**src/rtl/mem_ctrl.sv**
```systemverilog
// mem_ctrl: byte-wide external memory bus shared by instruction fetch and
// the load/store buffer, with round-robin arbitration.
//
// Ports:
//   clk, rst (async, active-low), rdy (global stall), clear (flush)
//   inst_valid/inst_addr        -> inst_ready/inst_res   (32-bit fetch)
//   data_valid/data_wr/data_type/data_addr/data_value
//                               -> data_ready/data_res   (1/2/4-byte ld/st)
//   mem_din, mem_dout, mem_a, mem_wr : external byte bus
//   io_buffer_full : UART tx buffer full, stalls I/O writes
module mem_ctrl #(
   parameter int         ADDR_WIDTH = 32,
   parameter logic [1:0] IO_SEL     = 2'b11
) (
   input  logic                  clk,
   input  logic                  rst,
   input  logic                  rdy,
   input  logic                  clear,
   input  logic                  inst_valid,
   input  logic [ADDR_WIDTH-1:0] inst_addr,
   output logic                  inst_ready,
   output logic [31:0]           inst_res,
   input  logic                  data_valid,
   input  logic                  data_wr,
   input  logic [2:0]            data_type,
   input  logic [ADDR_WIDTH-1:0] data_addr,
   input  logic [31:0]           data_value,
   output logic                  data_ready,
   output logic [31:0]           data_res,
   input  logic [7:0]            mem_din,
   output logic [7:0]            mem_dout,
   output logic [ADDR_WIDTH-1:0] mem_a,
   output logic                  mem_wr,
   input  logic                  io_buffer_full
);

   typedef enum logic [1:0] {
      S_IDLE = 2'd0,
      S_RD   = 2'd1,
      S_WR   = 2'd2,
      S_DONE = 2'd3
   } state_e;

   state_e                  state_q, state_d;

   logic                    last_data_q;
   logic                    src_inst_q;
   logic                    wr_q;
   logic                    sext_q;
   logic [1:0]              size_q;
   logic [2:0]              nb_q;
   logic [ADDR_WIDTH-1:0]   addr_q;
   logic [31:0]             val_q;
   logic [31:0]             buf_q, buf_d;
   logic [2:0]              cnt_q;
   logic                    pend_q;
   logic                    stale_q;
   logic [31:0]             inst_res_q;
   logic [31:0]             data_res_q;

   logic                    gnt_inst, gnt_data, gnt_any;
   logic [2:0]              data_nb;
   logic                    pv;
   logic [2:0]              cap_idx;
   logic [2:0]              bus_idx;
   logic                    rd_issue;
   logic                    last_cap;
   logic                    wr_last;
   logic                    io_hold;
   logic [31:0]             ld_ext;

   // ---------------- arbitration ----------------
   always_comb begin
      gnt_inst = 1'b0;
      gnt_data = 1'b0;
      if (state_q == S_IDLE && rdy && !clear) begin
         if (inst_valid && data_valid) begin
            if (last_data_q) gnt_inst = 1'b1;
            else             gnt_data = 1'b1;
         end else if (inst_valid) begin
            gnt_inst = 1'b1;
         end else if (data_valid) begin
            gnt_data = 1'b1;
         end
      end
   end

   assign gnt_any = gnt_inst | gnt_data;

   always_comb begin
      unique case (data_type[1:0])
         2'd0:    data_nb = 3'd1;
         2'd1:    data_nb = 3'd2;
         default: data_nb = 3'd4;
      endcase
   end

   // ---------------- read pipeline bookkeeping ----------------
   // pend_q: a byte was issued last active cycle, so mem_din holds byte
   // cnt_q now. stale_q: a freeze intervened, so mem_din is not trusted
   // and byte cnt_q must be re-issued.
   assign pv       = pend_q & ~stale_q;
   assign cap_idx  = cnt_q + {2'b00, pv};
   assign rd_issue = cap_idx < nb_q;
   assign last_cap = pv && ((cnt_q + 3'd1) == nb_q);
   assign wr_last  = (cnt_q + 3'd1) == nb_q;
   assign io_hold  = (addr_q[17:16] == IO_SEL) && io_buffer_full;

   // While frozen the bus shows what it showed when the freeze began.
   assign bus_idx  = rdy ? cap_idx : (cnt_q + {2'b00, pend_q});

   always_comb begin
      buf_d = buf_q;
      buf_d[{cnt_q[1:0], 3'b000} +: 8] = mem_din;
   end

   always_comb begin
      unique case (size_q)
         2'd0:    ld_ext = {{24{sext_q & buf_d[7]}}, buf_d[7:0]};
         2'd1:    ld_ext = {{16{sext_q & buf_d[15]}}, buf_d[15:0]};
         default: ld_ext = buf_d;
      endcase
   end

   // ---------------- FSM: state register ----------------
   always_ff @(posedge clk or negedge rst) begin
      if (!rst) state_q <= S_IDLE;
      else      state_q <= state_d;
   end

   // ---------------- FSM: next state ----------------
   always_comb begin
      state_d = state_q;
      if (rdy) begin
         unique case (state_q)
            S_IDLE: begin
               if (gnt_inst)      state_d = S_RD;
               else if (gnt_data) state_d = data_wr ? S_WR : S_RD;
            end
            S_RD: begin
               if (clear)         state_d = S_IDLE;
               else if (last_cap) state_d = S_DONE;
            end
            S_WR: begin
               if (!io_hold && wr_last) state_d = S_DONE;
            end
            default: state_d = S_IDLE;
         endcase
      end
   end

   // ---------------- datapath registers ----------------
   always_ff @(posedge clk or negedge rst) begin
      if (!rst) begin
         last_data_q <= 1'b0;
         src_inst_q  <= 1'b0;
         wr_q        <= 1'b0;
         sext_q      <= 1'b0;
         size_q      <= 2'd0;
         nb_q        <= 3'd0;
         addr_q      <= '0;
         val_q       <= 32'd0;
         buf_q       <= 32'd0;
         cnt_q       <= 3'd0;
         pend_q      <= 1'b0;
         stale_q     <= 1'b0;
         inst_res_q  <= 32'd0;
         data_res_q  <= 32'd0;
      end else if (rdy) begin
         if (gnt_any) begin
            last_data_q <= gnt_data;
            src_inst_q  <= gnt_inst;
            wr_q        <= gnt_data & data_wr;
            sext_q      <= gnt_data & data_type[2];
            size_q      <= gnt_inst ? 2'd2 : data_type[1:0];
            nb_q        <= gnt_inst ? 3'd4 : data_nb;
            addr_q      <= gnt_inst ? inst_addr : data_addr;
            val_q       <= data_value;
            buf_q       <= 32'd0;
            cnt_q       <= 3'd0;
            pend_q      <= 1'b0;
            stale_q     <= 1'b0;
         end else begin
            unique case (state_q)
               S_RD: begin
                  stale_q <= 1'b0;
                  pend_q  <= rd_issue;
                  if (pv) begin
                     buf_q <= buf_d;
                     cnt_q <= cnt_q + 3'd1;
                  end
                  if (last_cap && !clear) begin
                     if (src_inst_q) inst_res_q <= buf_d;
                     else            data_res_q <= ld_ext;
                  end
               end
               S_WR: begin
                  if (!io_hold) cnt_q <= cnt_q + 3'd1;
               end
               default: ;
            endcase
         end
      end else if (state_q == S_RD) begin
         stale_q <= 1'b1;
      end
   end

   // ---------------- FSM: outputs ----------------
   always_comb begin
      mem_a      = '0;
      mem_dout   = 8'd0;
      mem_wr     = 1'b0;
      inst_ready = 1'b0;
      data_ready = 1'b0;
      unique case (state_q)
         S_RD: begin
            if (bus_idx < nb_q)
               mem_a = addr_q + {{(ADDR_WIDTH-3){1'b0}}, bus_idx};
         end
         S_WR: begin
            mem_a    = addr_q + {{(ADDR_WIDTH-3){1'b0}}, cnt_q};
            mem_dout = val_q[{cnt_q[1:0], 3'b000} +: 8];
            mem_wr   = rdy & ~io_hold;
         end
         S_DONE: begin
            // A committed store reports even across a flush.
            inst_ready = src_inst_q & ~clear;
            data_ready = ~src_inst_q & (wr_q | ~clear);
         end
         default: ;
      endcase
   end

   assign inst_res = inst_res_q;
   assign data_res = data_res_q;

endmodule

```
**config.mk**
```make
export PLATFORM = sky130hd
export DESIGN_NAME = mem_ctrl
export DESIGN_NICKNAME = d
export VERILOG_FILES = /design/src/rtl/mem_ctrl.sv
export SDC_FILE = /design/constraint.sdc
export NUM_CORES = 1
export LEC_CHECK = 0
export CELL_PAD_IN_SITES_DETAIL_PLACEMENT = 1
export CELL_PAD_IN_SITES_GLOBAL_PLACEMENT = 1
export CORE_MARGIN = 3
export CORE_UTILIZATION = 38
export CTS_CLUSTER_DIAMETER = 200
export DETAILED_ROUTE_END_ITERATION = 7
export PLACE_DENSITY = 0.77
export SLEW_MARGIN = 20
export SYNTH_ARGS = -nofsm -noshare
export SYNTH_HDL_FRONTEND = slang
export SYNTH_SLANG_ARGS = --single-unit
```
**constraint.sdc**
```tcl
create_clock -name clk -period 4.05 [get_ports clk]
set_input_delay 0.405 -clock clk [delete_from_list [all_inputs] [get_ports clk]]
set_output_delay 0.405 -clock clk [all_outputs]
set_load 0.01 [all_outputs]
```
==> results.cfg, run 1 <==
[sta]
fmax_mhz = 256
setup_viol = 0
fin_crit_sh_pct = 96.5
whs_ps = 43.5
clock_skew_ps = 13.6
fin_crit_ps = 3910
slew_headroom_pct = 34.7
tightestPinTransition_ps = 980
slew_violations = 0
hold_violations = 0
rsz0062_at_grt = yes

[place]
dp_hpwl_mm = 23.3
portBuffers = 221
place.gp.congestion = 0.894

[logic_synthesis]
seq_area_frac_synth_pct = 44.8
synth_cells = 1121
yosysUniqueCellTypes = 73
syn_nets = 1262
ys_async_sr_fraction_pct = 100
synth_ff_type = dfrtp_1
synth_edf_count = 0
avgSynthCellArea_um2 = 8.77
synthesis.area_um2 = 9830
synth_warnings = 0
ys_seq_elements = 176

[clocking]
cts-hold-fix-buffers = 0
root_buffer = clkbuf_16
cts_buffers = 17
cts_tree = yes
cts.sinks = 176
clkLatencyLatePin_ps = 430
clockBufferDepth = 2
cts.reportedPaths.clkPinSlew_ps = 80
htreeDepth = 4

[pwr]
power_switching_uw = 4080
vdd_ir_drop_max_mv = 0.341
total_power_uw = 9390
pwr-share-seq_pct = 31.7
internal_power_uw = 5310
power_frac_clock_pct = 18.0
p_leak_uw = 0.00582
cellPowerDensity_nw_per_um2 = 709
combPwrFrac_pct = 50.2
p_sw_share_pct = 43.5

[critical_path]
crit_type = reg2out
r2r-end = data_res[27]$_DFFE_PN0P_
worstPathArrival_ps = 3500
cp_slowest_cell = fa_2
worstSetupStartpoint = pend_q$_DFFE_PN0P_
r2r_setup_slack_ps = 940
crit_chain = and2b_1 > ha_2 > ha_1 > mux2_4 > buf_4 > fa_2 > a21oi_2 > buf_4 > nor4_4 > a32o_2 > a21oi_1 > a21oi_1 > dlygate4sd2_1
cpPeakStageDelay_ps = 400
worstReg2RegStart = cnt_q[0]$_DFFE_PN0P_
required_ps = 3640
crit_path_end_kind = output pin
critPathCapture = mem_a[18]
path_max_fanout = 5
crit_path_start_kind = register
worst-r2r-cell-count = 8

[route]
via_per_inst = 5.60
ant_nets = 0
wl_per_cell_um = 19.6
drt_iter0_drc = 684
vias = 9385
first_pass_iters = 6
drt_wl_total_mm = 32.9
drc = 0

[worst_hold_path]
hold_path.class = in2async

[final_layout]
syn2layout_area_growth_pct = 34.7
num_antenna_cells = 0
n_fill_cell = 2898
nets = 1474
drive_above_1_share_pct = 12.7

[global_routing]
grt_pass1_vias = 9851
grt_max_degree = 104
grt_overflow = 0
grt_pass1_wl_mm = 52.9
grt.total_usage_pct = 23.3
antenna_found_initial = 0

[floorplanning]
die_area_um2 = 27800
die_w_um = 167
io_pins = 222
core_um2 = 25300
num_rows = 58
initial_core_util_pct = 38.8
die_y_um = 167

[job]
drv_cap = 0

[outcome]
status = complete, no violations
## area by class of cell
class	count	area (µm²)	area share, %
Timing Repair Buffer	268	2520	19.0
Clock inverter	14	169	1.28
Tap cell	330	413	3.12
Inverter	31	116	0.879
Clock buffer	18	439	3.32
Sequential cell	176	4400	33.3
Multi-Input combinational cell	839	5180	39.1
## worst min-delay path by stage
stage / start / end / slack (ps) / cells past startpoint
2_1_floorplan: rst / addr_q[0]$_DFFE_PN0P_ / 110 / 0
5_1_grt: rst / inst_res[5]$_DFFE_PN0P_ / 120 / 1
6_report: rst / inst_res[5]$_DFFE_PN0P_ / 40 / 1
3_5_place_dp: buf_q[19]$_DFFE_PN0P_ / buf_q[19]$_DFFE_PN0P_ / 460 / 2
4_1_cts: rst / inst_res[5]$_DFFE_PN0P_ / 140 / 1
3_3_place_gp: buf_q[27]$_DFFE_PN0P_ / buf_q[27]$_DFFE_PN0P_ / 450 / 2
## state kept, by name, summed over array words and instances (netlist names)
register and count:
addr_q 32, buf_q 32, data_res 32, inst_res 32
val_q 32, cnt_q 3, nb_q 3, size_q 2
state_q 2, last_data_q 1, pend_q 1, sext_q 1
src_inst_q 1, stale_q 1, wr_q 1
## placed cells by master, fill, tap and decap left out, types with 14 or more instances in the layout
cell type        instances
and2_1                  14
a21oi_1                108
ha_1                    20
a31oi_1                 46
nor2_1                  83
nor2b_1                 30
o21ai_0                 16
clkbuf_16               17
clkdlybuf4s50_1        188
nand2_1                248
dfrtp_1                176
inv_1                   30
o31ai_1                 28
nand3_1                 22
buf_4                   40
o21ai_1                 24
## metrics by stage
step | cell area (µm²) | TNS [ps] | setup WS (ps) | instances | util [%]
final | 13200 | 0 | 142 | 1676 | 52.3
after global routing | 13200 | -541 | -90.9 | 1676 | 52.3
after CTS | 13200 | 0 | 2.16 | 1671 | 51.9
after detailed placement | 12400 | -116 | -37.6 | 1632 | 48.9
after global placement | 12400 | 0 | 41.5 | 1632 | 48.9
after floorplan | 9830 | 0 | 742 | 1121 | -
## routing by layer
metal  GRT usage [%]  routed length (µm)
met1            31.9               15000
met2            38.1               15500
met3            3.58                1460
met4            7.93                 962
met5               0                   0
## worst max-delay path: cells and delay by family (launching register included)
kind	cells	cell delay, ps
AOI/OAI and AO/OA	4	670
DFF	1	380
adders and majority gates	3	870
and+or+nand+nor	2	250
buffers and inverters	3	640
muxes	1	290
## power groups by stage
stage               Combinational, µW  Clock (µW)  Sequential, µW
floorplan                        2730           0            2730
global placement                 4270           0            2950
detailed placement               4400           0            2980
CTS                              4530        1730            2970
global route                     5180        1810            3070
finish                           4720        1690            2980
## cells by family after synthesis
logic type	Yosys count	share of synthesized area, %
muxes	15	2.58
adders and majority gates	26	3.46
AOI/OAI and AO/OA	326	21.3
xor gates and xnor gates	10	0.891
DFF	176	44.8
buffers and inverters	106	5.08
and+or+nand+nor	462	21.8
## cells in the mapped netlist, types with 5 or more instances
library cell	number	area share, %
a211oi_1	10	0.76
and3_1	7	0.45
a22o_1	11	0.98
a31oi_1	47	3.0
and2_1	14	0.89
inv_1	30	1.1
nor3_1	8	0.41
buf_4	7	0.53
o21a_1	12	0.92
a22oi_1	7	0.53
buf_6	6	0.69
ha_1	24	3.1
a311oi_1	5	0.45
mux4_2	8	1.8
nor2_1	85	3.2
o31ai_1	28	2.1
o211ai_1	9	0.69
dfrtp_1	176	45
nand4_1	6	0.38
nor2b_1	30	1.9
o21ai_0	16	0.82
nand3_1	23	1.2
o21ai_1	26	1.3
buf_2	23	1.2
clkbuf_1	34	1.3
xor2_1	6	0.53
nor4_2	5	0.64
a41oi_1	5	0.45
a21oi_1	112	5.7
o21ai_2	9	0.80
nand2_1	250	9.6
## what timing repair did
action,4_1_cts,5_1_grt
resized for setup,58,68
gates cloned,0,1
endpoints found under the setup margin,32,29
setup buffers,7,4
endpoints found under the hold margin,0,0
pin swaps,4,19
Note: power is estimated with default switching activity, not from simulation.
==> run 2: changes to the inputs <==
==> constraint.sdc (replaced) <==
create_clock -name clk -period 3.95 [get_ports clk]
set_input_delay 0.395 -clock clk [delete_from_list [all_inputs] [get_ports clk]]
set_output_delay 0.395 -clock clk [all_outputs]
set_load 0.01 [all_outputs]
==> run 2 against run 1 <==
Die area is the same. Cell count is 0.36% higher. Largest power group unchanged. Critical path depth increased by 1. Combinational power rose by 7.4%. Cell area grew 0.44%. The run now ends with negative setup slack left. Critical path type unchanged. Critical endpoint is now mem_a[16]. Non-clock buffer count grew 6. Utilization up 0.23 points. Clock skew decreased by 2.9 ps. First-iteration DRC count increased by 3.2%. Clock power hardly changed. Sequential power grew 3%. Via count increased by 0.37%.
==> results.cfg, run 2 (synthesized netlist as in run 1, its figures left out) <==
[outcome]
status = finished with violations
failed_checks = negative setup slack

[critical_path]
timing.critical_path.mode_cell = buf_4
worstReg2RegStart = cnt_q[0]$_DFFE_PN0P_
crit_path_start_kind = register
worst-r2r-cell-count = 9
worst-path-buf-inv = 5
r2r-end = inst_res[23]$_DFFE_PN0P_
crit_chain = buf_4 > ha_1 > ha_1 > mux2_4 > ha_4 > nor4bb_4 > buf_4 > a211oi_4 > buf_4 > buf_4 > o22ai_2 > a31oi_1 > a211oi_2 > buf_2
required_ps = 3560
crit_family = buffers and inverters
crit_path_end_kind = output pin
path_max_fanout = 4
r2r_setup_slack_ps = 780
cpPeakStageDelay_ps = 380
crit_type = reg2out
worstPathArrival_ps = 3590
cp_slowest_cell = dfrtp_1

[final_layout]
final_common_cell = nand2_1
final_cell_mix = nand2_1, clkdlybuf4s50_1, dfrtp_1
nets = 1480
syn2layout_area_growth_pct = 35.3
fin_util_pct = 52.5
n_fill_cell = 2933
stdcell_count = 1682
drive_above_1_share_pct = 13.7
num_antenna_cells = 0

[floorplanning]
die_y_um = 167
io_pins = 222
num_rows = 58
initial_core_util_pct = 38.8
die_area_um2 = 27800
core_um2 = 25300
die_w_um = 167

[clocking]
root_buffer = clkbuf_16
cts_buffers = 17
cts.sinks = 176
htreeDepth = 4
clockBufferDepth = 2
cts.reportedPaths.clkPinSlew_ps = 70
cts_tree = yes
clkLatencyLatePin_ps = 440

[global_routing]
grt_overflow = 0
grt.total_usage_pct = 23.3
grt_pass1_wl_mm = 52.8
met2_usage_pct = 38.2
grt_use_met1_pct = 31.9
grt_pass1_vias = 9701
antenna_found_initial = 0
use_met3_pct = 3.47
grt-busiest-layer = met2
grt_max_degree = 72

[worst_hold_path]
worstHoldEndpoint = buf_q[20]$_DFFE_PN0P_
hold_path.class = reg2reg
whs_path_depth = 2
hold_start = buf_q[20]$_DFFE_PN0P_

[sta]
finalWorstSetupSlack_ps = -35.4
clock_skew_ps = 10.7
rsz0062_at_grt = yes
fin_crit_ps = 3990
slew_headroom_pct = 39.9
whs_ps = 475
slew_violations = 0
tightestPinTransition_ps = 898
fin_crit_sh_pct = 101
hold_violations = 0
fmax_mhz = 251
tns_ps = -51.8
setup_viol = 5

[place]
dp_hpwl_mm = 23.1
dpl.cell_count = 1636
portBuffers = 221
pre_cts_slack_ps = -175
place.gp.congestion = 0.946

[route]
via_per_inst = 5.60
drc = 0
ant_nets = 0
wl_per_cell_um = 19.9
vias = 9420
first_pass_iters = 5
drt_iter0_drc = 706
drt_wl_total_mm = 33.5

[pwr]
cellPowerDensity_nw_per_um2 = 736
p_leak_uw = 0.00583
vdd_ir_drop_max_mv = 0.307

[job]
drv_cap = 0
==> run 2: cell types whose count changed in the layout (fill, tap and decap cells not counted), sizes merged <==
| cell | previous run | this run |
|---|---|---|
| clkinvlp | 1 | 2 |
| bufinv | 1 | 0 |
| clkbuf | 30 | 24 |
| dlygate4sd3 | 0 | 1 |
| dlygate4sd2 | 10 | 11 |
| buf | 53 | 66 |
| clkdlybuf4s15 | 5 | 2 |
==> run 2: report_power, final <==
| group | total, µW | internal (µW) | switching (µW) |
|---|---|---|---|
| Combinational | 5070 | 2230 | 2830 |
| Sequential | 3060 | 2380 | 677 |
| Clock | 1660 | 841 | 823 |
| Total | 9790 | 5460 | 4330 |
==> run 2: what timing repair did <==
action / in CTS / in global routing
buffers inserted: 7 / 6
pin swaps: 21 / 22
hold buffers: 1 / 0
endpoints found under the setup margin: 32 / 30
gates resized for setup: 102 / 42
hold endpoints to repair: 59 / 0
==> run 2: cell type report <==
cell class,instances,area [µm²],area share (%)
Timing Repair Buffer,274,2550,19.1
Sequential cell,176,4400,33.1
Clock inverter,14,146,1.10
Clock buffer,18,429,3.23
Inverter,31,116,0.875
Multi-Input combinational cell,839,5240,39.4
Tap cell,330,413,3.10
==> run 2: metrics by stage <==
stage	total power, µW	instance area [µm²]
after floorplan	5600	9830
after global routing	10400	13300
after global placement	7410	12400
after detailed placement	7600	12400
after CTS	9510	13200
final	9790	13300
==> run 2: worst max-delay path by stage <==
stage	startpoint	slack, ps	cells after the start	to
floorplan	pend_q$_DFFE_PN0P_	650	11	mem_a[14]
global placement	rdy	-30	9	mem_a[30]
detailed placement	pend_q$_DFFE_PN0P_	-180	11	mem_a[30]
CTS	stale_q$_DFFE_PN0P_	-50	12	mem_a[30]
global route	pend_q$_DFFE_PN0P_	-120	15	mem_a[8]
finish	pend_q$_DFFE_PN0P_	-40	14	mem_a[16]
==> run 2: layer usage <==
metal / wire (µm) / vias up
met3: 1530 / 61
li1: - / 4404
met2: 16000 / 307
met1: 15100 / 4648
met5: 0 / -
met4: 925 / 0
==> run 2: worst min-delay path, delay by kind of cell (launching register included) <==
family	cells	cell delay, ps
AND/OR/NAND/NOR	1	50
flip-flops	1	340
AO/OA/AOI/OAI	1	50
